$ cat src/rtl/control_unit_pkg.sv
// Shared opcodes, flag indices, FSM states and decode bundle for the
// 8-bit micro's instruction sequencer.
package control_unit_pkg;

    localparam int FLAG_CARRY = 0;
    localparam int FLAG_OV    = 1;
    localparam int FLAG_ZERO  = 2;
    localparam int FLAG_NEG   = 3;

    // Bit 0 of an ALU/LOAD opcode selects the memory operand form.
    localparam int   ALU_OPER2_BIT = 0;
    localparam logic ALU_OPER2_X   = 1'b1;

    localparam logic [7:0] OP_NOP     = 8'h00;
    localparam logic [7:0] OP_LOAD_I  = 8'h10;
    localparam logic [7:0] OP_LOAD_X  = 8'h11;
    localparam logic [7:0] OP_ADD_I   = 8'h20;
    localparam logic [7:0] OP_ADD_X   = 8'h21;
    localparam logic [7:0] OP_SUB_I   = 8'h22;
    localparam logic [7:0] OP_SUB_X   = 8'h23;
    localparam logic [7:0] OP_AND_I   = 8'h24;
    localparam logic [7:0] OP_AND_X   = 8'h25;
    localparam logic [7:0] OP_OR_I    = 8'h26;
    localparam logic [7:0] OP_OR_X    = 8'h27;
    localparam logic [7:0] OP_XOR_I   = 8'h28;
    localparam logic [7:0] OP_XOR_X   = 8'h29;
    localparam logic [7:0] OP_STORE_I = 8'h40;
    localparam logic [7:0] OP_STORE_X = 8'h41;
    localparam logic [7:0] OP_JMP     = 8'h50;
    localparam logic [7:0] OP_JZ      = 8'h51;
    localparam logic [7:0] OP_JNZ     = 8'h52;
    localparam logic [7:0] OP_JC      = 8'h53;
    localparam logic [7:0] OP_JN      = 8'h54;
    localparam logic [7:0] OP_HALT    = 8'hFF;

    typedef enum logic [2:0] {
        S_FETCH  = 3'd0,
        S_DECODE = 3'd1,
        S_MEMRD  = 3'd2,
        S_MEMLAT = 3'd3,
        S_EXEC   = 3'd4,
        S_STORE  = 3'd5,
        S_JUMP   = 3'd6,
        S_HALT   = 3'd7
    } state_t;

    typedef enum logic [2:0] {
        J_ALWAYS = 3'd0,
        J_Z      = 3'd1,
        J_NZ     = 3'd2,
        J_C      = 3'd3,
        J_N      = 3'd4
    } jcond_t;

    typedef struct packed {
        logic   is_alu;
        logic   is_mem_oper;
        logic   is_store;
        logic   is_jump;
        jcond_t jcond;
        logic   is_halt;
    } dec_t;

    function automatic logic jump_taken(jcond_t c, logic [3:0] f);
        logic t;
        t = 1'b0;
        unique case (c)
            J_ALWAYS: t = 1'b1;
            J_Z:      t = f[FLAG_ZERO];
            J_NZ:     t = !f[FLAG_ZERO];
            J_C:      t = f[FLAG_CARRY];
            J_N:      t = f[FLAG_NEG];
            default:  t = 1'b0;
        endcase
        return t;
    endfunction

endpackage

$ cat src/rtl/control_unit_opcode_decoder.sv
// Combinational opcode classifier used by the sequencer's DECODE step.
// LOAD is grouped with the ALU ops since it travels the same operand path.
module opcode_decoder
    import control_unit_pkg::*;
(
    input  logic [7:0] op_i,
    output dec_t       dec_o
);

    always_comb begin
        dec_o = '0;
        unique case (op_i)
            OP_LOAD_I, OP_LOAD_X,
            OP_ADD_I,  OP_ADD_X,
            OP_SUB_I,  OP_SUB_X,
            OP_AND_I,  OP_AND_X,
            OP_OR_I,   OP_OR_X,
            OP_XOR_I,  OP_XOR_X: begin
                dec_o.is_alu      = 1'b1;
                dec_o.is_mem_oper = (op_i[ALU_OPER2_BIT] == ALU_OPER2_X);
            end
            OP_STORE_X: begin
                dec_o.is_store    = 1'b1;
                dec_o.is_mem_oper = 1'b1;
            end
            OP_STORE_I: dec_o.is_store = 1'b1;
            OP_JMP: begin
                dec_o.is_jump = 1'b1;
                dec_o.jcond   = J_ALWAYS;
            end
            OP_JZ: begin
                dec_o.is_jump = 1'b1;
                dec_o.jcond   = J_Z;
            end
            OP_JNZ: begin
                dec_o.is_jump = 1'b1;
                dec_o.jcond   = J_NZ;
            end
            OP_JC: begin
                dec_o.is_jump = 1'b1;
                dec_o.jcond   = J_C;
            end
            OP_JN: begin
                dec_o.is_jump = 1'b1;
                dec_o.jcond   = J_N;
            end
            OP_HALT: dec_o.is_halt = 1'b1;
            default: dec_o = '0;
        endcase
    end

endmodule

$ cat src/rtl/control_unit.sv
// Instruction sequencer: owns PC, fetches {opcode,operand}, feeds the ALU,
// handles memory operands, stores, conditional jumps and HALT.
module control_unit
    import control_unit_pkg::*;
#(
    parameter int WIDTH     = 8,
    parameter int N_ADDRESS = 8
) (
    input  logic                       clk,
    input  logic                       arst,
    input  logic                       run,
    output logic [N_ADDRESS-1:0]       pm_addr,
    input  logic [N_ADDRESS+WIDTH-1:0] pm_data,
    output logic [N_ADDRESS-1:0]       dm_addr,
    input  logic [WIDTH-1:0]           dm_rdata,
    output logic [WIDTH-1:0]           dm_wdata,
    output logic                       dm_we,
    input  logic [WIDTH-1:0]           AR,
    input  logic [3:0]                 Flags,
    output logic [N_ADDRESS-1:0]       IR,
    output logic [WIDTH-1:0]           IBR,
    output logic [WIDTH-1:0]           MBR,
    output logic                       Exec,
    output logic                       halted
);

    state_t                 state_q, state_d;
    logic [N_ADDRESS-1:0]   pc_q, pc_d;
    logic [N_ADDRESS-1:0]   ir_q, ir_d;
    logic [WIDTH-1:0]       ibr_q, ibr_d;
    logic [WIDTH-1:0]       mbr_q, mbr_d;
    logic [N_ADDRESS-1:0]   dma_q, dma_d;
    jcond_t                 jcond_q, jcond_d;
    logic                   exec_q, exec_d;
    logic                   we_q, we_d;
    logic                   halted_q, halted_d;

    logic [N_ADDRESS-1:0]   op_w;
    logic [WIDTH-1:0]       opnd_w;
    dec_t                   dec;
    logic                   flags_unused;

    assign op_w   = pm_data[N_ADDRESS+WIDTH-1 -: N_ADDRESS];
    assign opnd_w = pm_data[WIDTH-1:0];
    assign flags_unused = Flags[FLAG_OV];

    opcode_decoder u_dec (
        .op_i  (8'(op_w)),
        .dec_o (dec)
    );

    always_ff @(posedge clk) begin
        if (arst) begin
            state_q  <= S_FETCH;
            pc_q     <= '0;
            ir_q     <= N_ADDRESS'(OP_NOP);
            ibr_q    <= '0;
            mbr_q    <= '0;
            dma_q    <= '0;
            jcond_q  <= J_ALWAYS;
            exec_q   <= 1'b0;
            we_q     <= 1'b0;
            halted_q <= 1'b0;
        end else begin
            state_q  <= state_d;
            pc_q     <= pc_d;
            ir_q     <= ir_d;
            ibr_q    <= ibr_d;
            mbr_q    <= mbr_d;
            dma_q    <= dma_d;
            jcond_q  <= jcond_d;
            exec_q   <= exec_d;
            we_q     <= we_d;
            halted_q <= halted_d;
        end
    end

    always_comb begin
        state_d = state_q;
        unique case (state_q)
            S_FETCH:  state_d = run ? S_DECODE : S_FETCH;
            S_DECODE: begin
                unique case (1'b1)
                    dec.is_halt:  state_d = S_HALT;
                    dec.is_jump:  state_d = S_JUMP;
                    dec.is_store: state_d = S_STORE;
                    dec.is_alu:   state_d = dec.is_mem_oper ? S_MEMRD
                                                            : S_EXEC;
                    default:      state_d = S_FETCH;
                endcase
            end
            S_MEMRD:  state_d = S_MEMLAT;
            S_MEMLAT: state_d = S_EXEC;
            S_EXEC:   state_d = S_FETCH;
            S_STORE:  state_d = S_FETCH;
            S_JUMP:   state_d = S_FETCH;
            S_HALT:   state_d = S_HALT;
            default:  state_d = S_FETCH;
        endcase
    end

    // Strobes are registered from the next state so they are high
    // exactly during the EXEC / STORE / HALT cycles.
    always_comb begin
        pc_d     = pc_q;
        ir_d     = ir_q;
        ibr_d    = ibr_q;
        mbr_d    = mbr_q;
        dma_d    = dma_q;
        jcond_d  = jcond_q;
        exec_d   = (state_d == S_EXEC);
        we_d     = (state_d == S_STORE);
        halted_d = (state_d == S_HALT);
        unique case (state_q)
            S_DECODE: begin
                ir_d    = op_w;
                ibr_d   = opnd_w;
                pc_d    = pc_q + N_ADDRESS'(1);
                jcond_d = dec.jcond;
                if (dec.is_store && !dec.is_mem_oper) begin
                    dma_d = N_ADDRESS'(mbr_q);
                end else if (dec.is_mem_oper) begin
                    dma_d = N_ADDRESS'(opnd_w);
                end
            end
            S_MEMLAT: mbr_d = dm_rdata;
            S_JUMP: begin
                if (jump_taken(jcond_q, Flags)) begin
                    pc_d = N_ADDRESS'(ibr_q);
                end
            end
            default: ;
        endcase
    end

    assign pm_addr  = pc_q;
    assign dm_wdata = AR;
    assign dm_addr  = dma_q;
    assign dm_we    = we_q;
    assign IR       = ir_q;
    assign IBR      = ibr_q;
    assign MBR      = mbr_q;
    assign Exec     = exec_q;
    assign halted   = halted_q;

endmodule
$ cat config.mk
export PLATFORM = sky130hd
export DESIGN_NAME = control_unit
export DESIGN_NICKNAME = d
export VERILOG_FILES = /design/src/rtl/control_unit_pkg.sv /design/src/rtl/control_unit_opcode_decoder.sv /design/src/rtl/control_unit.sv
export SDC_FILE = /design/constraint.sdc
export NUM_CORES = 1
export LEC_CHECK = 0
export CELL_PAD_IN_SITES_DETAIL_PLACEMENT = 1
export CELL_PAD_IN_SITES_GLOBAL_PLACEMENT = 1
export CORE_UTILIZATION = 30
export DETAILED_ROUTE_END_ITERATION = 7
export HOLD_SLACK_MARGIN = 0.06
export PLACE_DENSITY_LB_ADDON = 0.1
export SLEW_MARGIN = 30
export SYNTH_ARGS = -nofsm -noshare
export SYNTH_HDL_FRONTEND = slang
export SYNTH_SLANG_ARGS = --single-unit
$ cat constraint.sdc
create_clock -name clk -period 2.35 [get_ports clk]
set_input_delay 0.235 -clock clk [delete_from_list [all_inputs] [get_ports clk]]
set_output_delay 0.235 -clock clk [all_outputs]
set_load 0.01 [all_outputs]
==> metrics <==
largest area contributor in the netlist=dfxtp_1; die width=91.74 um; CP endpoint kind=flop; Antenna Nets Post-Route=0; switching pwr=408.8 uW; Max clock buf depth=2; wire per inst=15.04 um; Hold Path Class=input pin to flop; hold-critical path depth=2; Routability Congestion=0.7364; Synth top area share=40.60%; worst path required time=2570 ps; async set-reset flop share out of synthesis=0%; Slew Viols, Final=0; fraction of layout cells with a size suffix above 1=11.95%; Reg power frac=51.7%; reg-to-reg slack, setup=520 ps; Fin. Hold Viols=0; met2 GRT Util=25.50%; final setup TNS=0 ps; Mapped Nets=325; origin of the critical flop-to-flop path=state_q[2]; leakage power total=1.107 nW; RSZ-0062 raised after global routing=false; CP Data Arrival Time=2050 ps; drt initial violations=70; worst rel slew slack=50.68%; Mapped Cells=285; first-pass GRT wire length=11.06 mm; Clock power frac=35.3%; Final min period=1827 ps; Most used DFF post-synth=dfxtp_1; DRC violations left=0; buffer and inverter count on the worst path=2; Crit-path slowest cell=dfxtp_1; Setup Fix Bufs, Post-CTS=0; register area share after synthesis=40.60%; startpoint types=flop; Die Y-Extent=91.74 um; max incr delay on CP=420 ps; busiest metal layer after global routing=met2; DR vias/cell=4.903; yosys warns=0; hpwl dp=4.960 mm; H-Tree Depth=2; maximum VDD drop=0.2237 mV; post-synthesis register bit count=49; total track usage=16.63%; Max-Cap Viols=0; Register Area=980.9 um2; Worst Path Max Fanout=20; worst-path cell chain=nand2b_4 -> or2_4 -> buf_4 -> a21oi_4 -> buf_12 -> nor2_1 -> a211oi_2; Initial Utilization=31.11%; Fill cells=947; Layout area overhead=34.75%; P_int=1.269 mW; detailed-router iteration count before antenna repair=4; switching share of power=24.36%; IO Port Bufs=72; PwrDens=515.3 nW/um2; Layout Nets=383; Core Box Area=7767 um2; outcome=completed; Multi-input gate area=1261 um2; CTS root buffer=clkbuf_8; Fmax=547.3 MHz; total power=1.678 mW; Worst-path clk slew=90 ps; met3 GRT Util=4.063%; power share of the combinational group=13.0%; global route total overflow=0; io pins=90; # diodes=0; part of the cycle the worst path needs=77.74%; largest net degree at the start of global routing=33; worst reg-to-reg path cell count=7; min-delay src=arst; worst r2r dst=dm_addr[3]; Hold Path End=state_q[1]; Hold-fix buffers, CTS=0; CTS tree=built; Worst Tran Pin Value=737.1 ps; initial antenna violation count=0; crit path kind=flop to flop; number of CTS-inserted buffers=5; Syn Area/Cell=8.477 um2; Cell variety after synth=54; Synth Cell Area=2416 um2; die area=8416 um2; most area-consuming cells after synthesis=dfxtp_1 41%, nand2_1 9.8%, a21oi_1 8.1%; vias=2182; Final setup viols=0; met1 Usage GRT=23.68%; clk_lat worst skew=300 ps; routed wire length=6.695 mm; Row Count=32; CTS resizes=0; vias in the first global route=2116; CP delay by family, top=simple AND/OR/NAND/NOR gates; Post-synth EDFFs=0; clk sinks=49; setup clock skew after layout=8.470 ps
## logic make-up (layout without fill, tap and decap cells)
kind of cell / count (synthesis) / after routing / synth area share [%]
buffers and inverters: 27 / 85 / 7.198
DFF: 49 / 49 / 40.60
adders and majority gates: 1 / 1 / 0.5178
muxes: 8 / 8 / 3.314
xor gates and xnor gates: 1 / 1 / 0.6734
AOI/OAI and AO/OA: 74 / 74 / 21.39
and+or+nand+nor: 125 / 125 / 26.31
## worst max path at each step
stage,startpoint,endpoint,slack [ps],cells after the start
finish,state_q[2],dm_addr[3],520,7
global route,state_q[0],IR[4],360,5
CTS,state_q[2],dm_addr[3],490,7
detailed placement,pm_data[9],dm_addr[3],240,7
global placement,pm_data[13],Exec,290,6
floorplan,state_q[2],Exec,820,7
## routing by layer
| layer | vias up | wire (um) |
|---|---|---|
| met5 | - | 0 |
| met4 | 0 | 24 |
| met3 | 2 | 339 |
| met2 | 45 | 2989 |
| met1 | 1038 | 3342 |
| li1 | 1097 | - |
## layout by cell type, fill, tap and decap left out, drive strengths merged, types with 2 or more instances in the layout
cell type      count
a211oi            10
a21oi             40
a31oi              3
and3               2
buf                6
clkbuf             5
clkdlybuf4s50     71
dfxtp             49
mux2i              8
nand2             64
nand2b             4
nand3              9
nand4              4
nor2              24
nor3               5
nor4               2
o21a               2
o21ai              9
or2                3
## layout make-up
cell class                 instances  area share, %
inverter                           1         0.1153
sequential                        49          30.13
multi-input combinational        209          38.74
clock buffer                       5          2.114
clock inverter                     2          1.076
tap                              102          3.920
timing repair buffer              77          23.90
## cells in the mapped netlist, types with 2 or more instances
cell and count:
nand2_1 63, dfxtp_1 49, a21oi_1 39, nor2_1 21, a211oi_2 9, buf_4 9, clkbuf_1 8, mux2i_1 8
nand3_1 8, o21ai_0 8, nor3_1 5, buf_2 4, nand4_1 4, buf_6 3, nand2b_1 3, a31oi_1 2
and3_1 2, nor2_2 2, o21a_1 2, or2_2 2
## power by group through the flow
stage | logic, mW | clock network, mW | registers (mW)
floorplan | 0.112 | 0 | 0.890
global placement | 0.219 | 0 | 0.887
detailed placement | 0.221 | 0 | 0.887
CTS | 0.222 | 0.617 | 0.868
global route | 0.240 | 0.661 | 0.871
finish | 0.218 | 0.592 | 0.867
## sequential cells by signal (all words and copies together), names as in the netlist
signal	flops
IBR	8
IR	8
MBR	8
dm_addr	8
pm_addr	8
jcond_q	3
state_q	3
Exec	1
dm_we	1
halted	1
## worst reg2reg max path: cells and delay by family, from the launching register on
| family | cells | cell delay [ps] |
|---|---|---|
| flops | 1 | 420 |
| simple gates | 3 | 610 |
| compound gates | 2 | 330 |
| buf+inv | 2 | 400 |
## per-stage QoR
| step | utilization [%] | instances | worst slack (ps) | hold WS [ps] | cell area, um2 |
|---|---|---|---|---|---|
| final | 41.91 | 445 | 523.0 | 310.4 | 3256 |
| after global routing | 41.91 | 445 | 362.8 | 323.4 | 3256 |
| after CTS | 41.91 | 445 | 490.1 | 305.0 | 3256 |
| after detailed placement | 40.58 | 438 | 238.0 | 452.0 | 3152 |
| after global placement | 40.58 | 438 | 288.9 | 444.3 | 3152 |
| after floorplan | - | 285 | 824.6 | 371.0 | 2416 |
No activity file was read; power rests on OpenSTA's default activity.
